`src/rtl/ram_port_arbiter.sv`:
```
// ram_port_arbiter: shares one single-port synchronous RAM between two requesters.
// A requester's transfer is accepted on any rising HCLK edge where its req and gnt
// are both high. Read data returns one cycle later on that requester's rvalid/rdata.
// An owner that holds lock keeps the RAM. A burst limit (MAX_BURST) stops one port
// from starving the other.
// Build option: define RAM_ARB_RR_EN to resolve unlocked contention round-robin.
// Without it, contention uses fixed priority: r0 wins over r1.
module ram_port_arbiter #(
    parameter int AW        = 13,
    parameter int MAX_BURST = 4
) (
    input  logic          HCLK,
    input  logic          HRESETn,
    // requester 0
    input  logic          r0_req,
    input  logic          r0_lock,
    input  logic          r0_we,
    input  logic [3:0]    r0_ben,
    input  logic [AW-3:0] r0_addr,
    input  logic [31:0]   r0_wdata,
    output logic          r0_gnt,
    output logic          r0_rvalid,
    output logic [31:0]   r0_rdata,
    // requester 1
    input  logic          r1_req,
    input  logic          r1_lock,
    input  logic          r1_we,
    input  logic [3:0]    r1_ben,
    input  logic [AW-3:0] r1_addr,
    input  logic [31:0]   r1_wdata,
    output logic          r1_gnt,
    output logic          r1_rvalid,
    output logic [31:0]   r1_rdata,
    // RAM side
    input  logic [31:0]   DO,
    output logic [31:0]   DI,
    output logic [31:0]   BEN,
    output logic [AW-3:0] AD,
    output logic          EN,
    output logic          R_WB
);

    // Ownership FSM: which requester was granted last (IDLE after a request-free cycle).
    localparam logic [1:0] ST_IDLE = 2'd0;
    localparam logic [1:0] ST_OWN0 = 2'd1;
    localparam logic [1:0] ST_OWN1 = 2'd2;

    localparam logic [3:0] BURST_MAX = 4'(MAX_BURST);

    logic [1:0] state_q, state_d;
    logic [3:0] burst_q, burst_d;      // consecutive grants to the owner while the other port waits
    logic       rtag_vld_q, rtag_vld_d; // a read was accepted last cycle
    logic       rtag_own_q, rtag_own_d; // which port that read belongs to (1 = r1)
`ifdef RAM_ARB_RR_EN
    logic       last_q, last_d;         // last granted port (1 = r1)
`endif

    logic both_req;
    logic owner_valid;
    logic owner_id;
    logic owner_lock;
    logic burst_done;
    logic pick_r1;
    logic contend_r1;

    // Expand 4 byte enables into a 32-bit bit-mask.
    function automatic logic [31:0] expand_ben(input logic [3:0] b);
        return {{8{b[3]}}, {8{b[2]}}, {8{b[1]}}, {8{b[0]}}};
    endfunction

    // Unlocked contention choice: round-robin or fixed r0 priority.
`ifdef RAM_ARB_RR_EN
    assign contend_r1 = ~last_q;
`else
    assign contend_r1 = 1'b0;
`endif

    // Grant decision: the sole requester wins. Under contention the order is
    // burst handover first, then the owner's lock, then the contention policy.
    always_comb begin
        // NOTE: every always_comb output gets a default first so no path can infer a latch.
        r0_gnt      = 1'b0;
        r1_gnt      = 1'b0;
        pick_r1     = 1'b0;
        both_req    = r0_req & r1_req;
        owner_valid = (state_q != ST_IDLE);
        owner_id    = (state_q == ST_OWN1);
        owner_lock  = owner_id ? r1_lock : r0_lock;
        burst_done  = owner_valid && (burst_q >= BURST_MAX);
        if (both_req) begin
            if (burst_done) begin
                pick_r1 = ~owner_id;
            end else if (owner_valid && owner_lock) begin
                pick_r1 = owner_id;
            end else begin
                pick_r1 = contend_r1;
            end
            r0_gnt = ~pick_r1;
            r1_gnt = pick_r1;
        end else begin
            r0_gnt = r0_req;
            r1_gnt = r1_req;
        end
    end

    // RAM command mux: drive the granted port's request; park the bus when idle.
    always_comb begin
        EN   = 1'b0;
        R_WB = 1'b1;
        AD   = '0;
        DI   = '0;
        BEN  = '0;
        if (r0_gnt) begin
            EN   = 1'b1;
            R_WB = ~r0_we;
            AD   = r0_addr;
            DI   = r0_wdata;
            BEN  = r0_we ? expand_ben(r0_ben) : 32'hFFFF_FFFF;
        end else if (r1_gnt) begin
            EN   = 1'b1;
            R_WB = ~r1_we;
            AD   = r1_addr;
            DI   = r1_wdata;
            BEN  = r1_we ? expand_ben(r1_ben) : 32'hFFFF_FFFF;
        end
    end

    // Next-state: ownership, burst count and read tag for the accepted transfer.
    // The burst count includes the grant that starts it, so the handover happens
    // after exactly MAX_BURST consecutive contended grants.
    always_comb begin
        state_d    = ST_IDLE;
        burst_d    = '0;
        rtag_vld_d = (r0_gnt & ~r0_we) | (r1_gnt & ~r1_we);
        rtag_own_d = r1_gnt;
`ifdef RAM_ARB_RR_EN
        last_d     = last_q;
`endif
        if (r0_gnt | r1_gnt) begin
            state_d = r1_gnt ? ST_OWN1 : ST_OWN0;
`ifdef RAM_ARB_RR_EN
            last_d  = r1_gnt;
`endif
            if (!both_req) begin
                burst_d = '0;
            end else if (owner_valid && (owner_id == r1_gnt)) begin
                burst_d = burst_q + 4'd1;
            end else begin
                burst_d = 4'd1;
            end
        end
    end

    // State registers; reset drops any read accepted in the reset cycle.
    always_ff @(posedge HCLK or negedge HRESETn) begin
        if (!HRESETn) begin
            // NOTE: sequential state uses non-blocking assignments so all registers update together.
            state_q    <= ST_IDLE;
            burst_q    <= '0;
            rtag_vld_q <= 1'b0;
            rtag_own_q <= 1'b0;
`ifdef RAM_ARB_RR_EN
            last_q     <= 1'b1;
`endif
        end else begin
            state_q    <= state_d;
            burst_q    <= burst_d;
            rtag_vld_q <= rtag_vld_d;
            rtag_own_q <= rtag_own_d;
`ifdef RAM_ARB_RR_EN
            last_q     <= last_d;
`endif
        end
    end

    // Read return: RAM output is routed to the port that issued last cycle's read.
    always_comb begin
        r0_rvalid = rtag_vld_q & ~rtag_own_q;
        r1_rvalid = rtag_vld_q &  rtag_own_q;
        r0_rdata  = r0_rvalid ? DO : 32'h0;
        r1_rdata  = r1_rvalid ? DO : 32'h0;
    end

endmodule

```
`config.mk`:
```
export PLATFORM = sky130hd
export DESIGN_NAME = ram_port_arbiter
export DESIGN_NICKNAME = d
export VERILOG_FILES = /design/src/rtl/ram_port_arbiter.sv
export SDC_FILE = /design/constraint.sdc
export NUM_CORES = 1
export LEC_CHECK = 0
export BUFFER_PORTS_ARGS = -buffer_cell sky130_fd_sc_hd__clkbuf_2
export CELL_PAD_IN_SITES_DETAIL_PLACEMENT = 1
export CELL_PAD_IN_SITES_GLOBAL_PLACEMENT = 1
export CORE_MARGIN = 8
export CORE_UTILIZATION = 19
export DETAILED_ROUTE_END_ITERATION = 8
export PLACE_DENSITY = 0.87
export SETUP_SLACK_MARGIN = 0.02
export SLEW_MARGIN = 0
export SYNTH_ARGS = -nofsm -noshare
export SYNTH_HDL_FRONTEND = slang
export SYNTH_SLANG_ARGS = --single-unit
```
`constraint.sdc`:
```
create_clock -name HCLK -period 4.25 [get_ports HCLK]
set_clock_uncertainty 0.15 [all_clocks]
set_input_delay 0.425 -clock HCLK [delete_from_list [all_inputs] [get_ports HCLK]]
set_output_delay 0.425 -clock HCLK [all_outputs]
set_load 0.02 [all_outputs]
```
==> results of run 1 <==
[cell type report]
| class | instances | share of cell area (%) |
|---|---|---|
| Timing Repair Buffer | 282 | 43.5 |
| Multi-Input combinational cell | 186 | 38.5 |
| Sequential cell | 8 | 6.11 |
| Inverter | 47 | 5.38 |
| Tap cell | 136 | 5.19 |
| Clock buffer | 3 | 1.26 |
[through the flow]
step	power [W]	utilization [%]	setup slack, ns	cells
after floorplan	0.000386	-	1.27	289
after global placement	0.000525	31.7	1.08	658
after detailed placement	0.000538	31.7	1.02	658
after CTS	0.000633	32.2	1.02	662
after global routing	0.000665	32.2	0.879	662
final	0.000621	32.2	1.07	662
[power by group through the flow]
stage	Sequential (W)	Combinational, W	Clock (W)
floorplan	0.0000851	0.000301	0
global placement	0.0000950	0.000430	0
detailed placement	0.0000957	0.000442	0
CTS	0.0000948	0.000444	0.0000944
global route	0.0000965	0.000470	0.0000983
finish	0.0000945	0.000435	0.0000915
[per-layer routing]
metal / wire length, um / vias to the layer above
li1: - / 1361
met1: 3830 / 1267
met2: 5620 / 153
met3: 821 / 4
met4: 64 / 0
met5: 0 / -
[worst paths after layout]
| check | startpoint | to | slack (ns) | depth (start not counted) |
|---|---|---|---|---|
| worst max-delay path | r0_req | AD[1] | 1.07 | 7 |
| worst min-delay path | r1_we | rtag_vld_q | 0.34 | 2 |
| worst max register to register | burst_q[2] | burst_q[0] | 2.11 | 4 |
| worst min register to register | burst_q[1] | burst_q[1] | 0.42 | 2 |
| max in group asynchronous | HRESETn | rtag_own_q | 3.31 | 2 |
| min in group asynchronous | HRESETn | burst_q[2] | 0.46 | 2 |
[worst max-delay path, stage by stage]
cell	delay [ns]
clkbuf_2	0.09
buf_4	0.44
nand2b_1	0.17
o221ai_4	0.50
buf_4	0.46
mux2i_1	0.30
clkbuf_2	0.22
[state kept, by name (all words and copies together) (netlist names)]
signal and cells:
burst_q 4, rtag_own_q 1, rtag_vld_q 1, state_q 2
[logic make-up (layout without fill, tap and decap cells)]
family | after synthesis | count (layout) | share of synthesized area [%]
AOI/OAI and AO/OA | 12 | 12 | 5.10
adders and majority gates | 1 | 1 | 0.637
and+or+nand+nor | 124 | 124 | 33.9
muxes | 48 | 48 | 24.5
DFF | 8 | 8 | 10.2
buffers and inverters | 95 | 332 | 25.5
other | 1 | 1 | 0.191
[placed cells by master, fill, tap and decap left out, drive strengths merged, types with 4 or more instances in the layout]
cell type and count:
o21ai 4, mux2i 48, clkbuf 280, dfrtp 8
nor2b 5, and2 35, and3 32, buf 4
nand2 45, inv 47
==> qor.yml, run 1 <==
status: "finished, final reports clean"
drt_iter0_markers: 49
slew_headroom_pct: 45.5
top_usage_layer: "met2"
yosysMostFrequentCell: "mux2i_1"
wl_um: 10300
dp_hpwl_um: 9190
io_pins: 279
place_congestion: 0.729
io_buffers: 277
cp.arrival_ns: 2.61
synth_seq_area_share_pct: 10.2
p_int_w: 0.000306
pwr-share-seq_pct: 15.2
cp.required_ns: 3.67
row_count: 37
clock-sinks: 8
max_clock_freq_mhz: 314
tritoncts: "yes"
clk_path_buf_depth: 2
ys_seq_elements: 8
min_path_type: "primary input to flip-flop"
grt_max_degree: 53
worstMarginPinSlew_ns: 0.817
vias: 2785
final-setup-viol-count: 0
async_flop_share_pct: 100
via_per_inst: 4.21
hold_buffers: 1
core_mm2: 0.0102
use_met1_pct: 13.7
p_leak_nw: 2.40
clk_latency_ns: 0.23
fp.dieArea_mm2: 0.0138
grt_pass1_wl_um: 16100
netlist_area_mm2: 0.00196
cp_max_fo: 52
synth_top_area_share_pct: 24.5
placed_area_mm2: 0.00323
tritoncts.num_buffers: 3
clk_pin_slew_ns: 0.04
antenna_found_initial: 0
final-seq-area_um2: 200
power_switching_w: 0.000314
hold_violations: 0
synthFlopType: "dfrtp_1"
ant_nets: 0
die_h_um: 118
drive_above_1_share_pct: 54.4
clock-root-buffer: "clkbuf_8"
dieWidth_um: 118
setup-tns-final_ns: 0
synth_nets: 424
multiInputGateArea_mm2: 0.00126
finalNetCount: 663
grt_pass1_vias: 3112
htreeDepth: 1
ys_top_cells_by_count: "48 x mux2i_1, 47 x inv_1, 45 x nand2_1"
drv_slew: 0
clockPowerShare_pct: 14.7
start_kind: "primary input"
cts_resized: 0
yosysWarnings: 0
antenna_cells: 0
synth_area_per_cell_um2: 6.80
netlist_top_cells_area: "mux2i_1 24%, and2_1 11%, buf_4 11%"
power_switching_share_pct: 50.6
critPathKind: "primary input to output port"
postCtsSetupBuffers: 0
synth_largest_area_cell: "mux2i_1"
syn_inst: 289
synth-edff-count: 0
timing.hold.ws_ns: 0.342
area_growth_pct: 66.9
ir_worst_vdd_mv: 0.0767
globalRouteOverflowTotal: 0
grt_use_met2_pct: 28.4
end_kind: "output port"
synth_cell_types: 28
dr.pass1.iters: 4
drv_cap: 0
drc: 0
min_period_ns: 3.18
grt.met3_usage_pct: 4.46
initial_core_util_pct: 19.3
rsz0062_at_grt: "false"
pwr-share-comb_pct: 70.0
finalInstanceArea_mm2: 0.00328
min_period_over_period_pct: 74.8
p_per_area_mw_per_mm2: 189
track_usage_pct: 14.1
fillers: 1412
wl_per_cell_um: 15.6
(Power assumes the default switching activity.)
==> inputs of run 2 (changes only) <==
--- a/config.mk
+++ b/config.mk
@@ -5,13 +5,14 @@
 export SDC_FILE = /design/constraint.sdc
 export NUM_CORES = 1
 export LEC_CHECK = 0
+export ABC_AREA = 1
 export BUFFER_PORTS_ARGS = -buffer_cell sky130_fd_sc_hd__clkbuf_2
 export CELL_PAD_IN_SITES_DETAIL_PLACEMENT = 1
 export CELL_PAD_IN_SITES_GLOBAL_PLACEMENT = 1
 export CORE_MARGIN = 8
-export CORE_UTILIZATION = 19
+export CORE_UTILIZATION = 13
 export DETAILED_ROUTE_END_ITERATION = 8
-export PLACE_DENSITY = 0.87
+export PLACE_DENSITY = 0.77
 export SETUP_SLACK_MARGIN = 0.02
 export SLEW_MARGIN = 0
 export SYNTH_ARGS = -nofsm -noshare
==> constraint.sdc (replaced) <==
create_clock -name HCLK -period 2.9 [get_ports HCLK]
set_clock_uncertainty 0.15 [all_clocks]
set_input_delay 0.29 -clock HCLK [delete_from_list [all_inputs] [get_ports HCLK]]
set_output_delay 0.29 -clock HCLK [all_outputs]
set_load 0.02 [all_outputs]
==> run 2 against run 1 <==
Net effect: via count increased by 0.83%; core utilization decreased by 7.7 points; combinational power increased by 42%; worst setup slack got worse by 0.63 ns; clock power increased by 140%; global-route usage decreased by 3.7 points; hold slack got worse by 0.15 ns; non-clock buffer count increased by 2; critical path depth increased by 2; flip-flop and latch count unchanged; count of clock-buffer cells in the layout unchanged; critical path type is now flip-flop to output port; critical endpoint is now BEN[26]; largest power group unchanged.
==> qor.yml, run 2 <==
status: "finished, final reports clean"
clock-sinks: 8
synth_compound_area_share_pct: 3.33
synth_top_area_share_pct: 24.4
drt_iter0_markers: 27
fillers: 1782
final_common_cell: "clkbuf_2"
wl_per_cell_um: 13.3
critPathMostFrequentCell: "o21ai_0"
largest_register_ffs: 4
hold_violations: 0
rsz0062_at_grt: "false"
dp_hpwl_um: 8820
post-place-ws_ns: 0.602
row_count: 41
largest-register: "burst_q"
tritoncts: "yes"
via_per_inst: 3.77
dr.pass1.iters: 6
postCtsSetupBuffers: 0
grt_max_degree: 45
finalNetCount: 709
dieWidth_um: 130
yosysMostFrequentCell: "nand2_1"
synth-xor-area-share_pct: 0.517
htreeDepth: 1
async_flop_share_pct: 100
io_buffers: 277
cp.arrival_ns: 2.02
vias: 2808
slowest_delay_ns: 0.38
initial_core_util_pct: 13.4
cts_resized: 0
start_kind: "flip-flop"
critPathKind: "flip-flop to output port"
cp.required_ns: 2.46
synth_area_per_cell_um2: 5.16
hold_buffers: 1
hp-start: "r1_we"
layout_common_cells: "277 x clkbuf_2, 110 x nand2_1, 75 x nor2_1, 45 x inv_1, 25 x nand2_2"
clock-root-buffer: "clkbuf_16"
synth_mux_area_share_pct: 0
clk_pin_slew_ns: 0.03
crit_chain: "nor2_1 > nand3_1 > nand2_1 > nand2_2 > inv_2 > o21ai_0 > o21ai_0 > buf_4 > clkbuf_2"
synth-edff-count: 0
end_kind: "output port"
wl_um: 9890
synthAdderAreaFrac_pct: 0.739
min_path_type: "primary input to flip-flop"
track_usage_pct: 10.4
ant_nets: 0
slowest_stage: "dfrtp_1"
fp.dieArea_mm2: 0.0169
netlist_area_mm2: 0.00169
clk_latency_ns: 0.23
worst_slack_ns: 0.439
top_regs: "burst_q: 4 flops, state_q: 2 flops"
drv_slew: 0
slew_headroom_pct: 36.5
yosysWarnings: 0
cp_max_fo: 18
core_mm2: 0.0127
min_period_ns: 2.46
ys_top_cells_by_count: "110 x nand2_1, 75 x nor2_1, 45 x inv_1"
synth_cell_types: 20
die_h_um: 130
ys_seq_elements: 8
place_congestion: 0.733
synthFlopType: "dfrtp_1"
drc: 0
netlist_top_cells_area: "nand2_1 24%, nor2_1 17%, buf_4 12%"
r2r-start: "burst_q[2]"
grt_pass1_vias: 3066
drive_above_1_share_pct: 55.1
synth_seq_area_share_pct: 11.8
p_leak_nw: 2.20
globalRouteOverflowTotal: 0
setup-tns-final_ns: 0
max_clock_freq_mhz: 406
drv_cap: 0
p_per_area_mw_per_mm2: 311
clk_path_buf_depth: 2
synth_nets: 463
worstMarginPinSlew_ns: 0.951
synth_top_family_by_area: "simple AND/OR/NAND/NOR gates"
min_period_over_period_pct: 84.9
tritoncts.num_buffers: 3
ir_worst_vdd_mv: 0.142
antenna_found_initial: 0
area_growth_pct: 83.0
antenna_cells: 0
startpoint: "burst_q[2]"
synthSimpleGateAreaFrac_pct: 52.5
final-setup-viol-count: 0
syn_inst: 328
io_pins: 279
synth_largest_area_cell: "nand2_1"
grt_pass1_wl_um: 14400
## run 2: cells by family (layout without fill, tap and decap cells)
family | count (synthesis) | count (layout)
buffers and inverters | 90 | 334
flip-flops | 8 | 8
other | 1 | 1
XOR/XNOR | 1 | 1
AND/OR/NAND/NOR | 216 | 216
AO/OA/AOI/OAI | 11 | 11
adder cells (fa/ha/maj) | 1 | 1
## run 2: path summary, 6_finish.rpt
kind	end	slack, ns	depth (start not counted)
max	BEN[26]	0.44	9
min	rtag_vld_q	0.19	2
max reg2reg	rtag_vld_q	1.37	7
min reg2reg	burst_q[2]	0.40	2
max in group asynchronous	burst_q[2]	2.12	2
min in group asynchronous	rtag_vld_q	0.30	2
## run 2: cell type report
| cell class | count | area, um2 | area share (%) |
|---|---|---|---|
| Multi-Input combinational cell | 230 | 970 | 31.3 |
| Tap cell | 172 | 215 | 6.95 |
| Sequential cell | 8 | 200 | 6.46 |
| Inverter | 47 | 184 | 5.94 |
| Timing Repair Buffer | 284 | 1450 | 46.9 |
| Clock buffer | 3 | 75.1 | 2.42 |
## run 2: stage by stage
step                power [W]  std cells  util, %  hold slack, ns  area, um2
floorplan            0.000534        328        -          -0.156       1690
global route          0.00104        744     24.4           0.198       3100
global placement     0.000745        740     23.8        -0.00535       3010
detailed placement   0.000753        740     23.8       -0.000538       3010
CTS                  0.000986        744     24.4           0.175       3100
finish               0.000963        744     24.4           0.190       3100
## run 2: metal layers
metal  part of all wire (%)  global-route usage [%]
met1                     33                    10.1
met2                     48                    19.4
met4                   0.83                    1.57
met3                     18                    5.63
met5                      0                       0
## run 2: worst max-delay path: cells and delay by family (launching register included)
kind,cells,cell delay [ns]
DFF,1,0.38
buffers and inverters,3,0.69
AOI/OAI and AO/OA,2,0.26
and+or+nand+nor,4,0.46
## run 2: power breakdown
group	switching (W)	internal, W
registers	0.00000244	0.000118
logic	0.000406	0.000212
clock network	0.0000471	0.000177
total	0.000456	0.000507
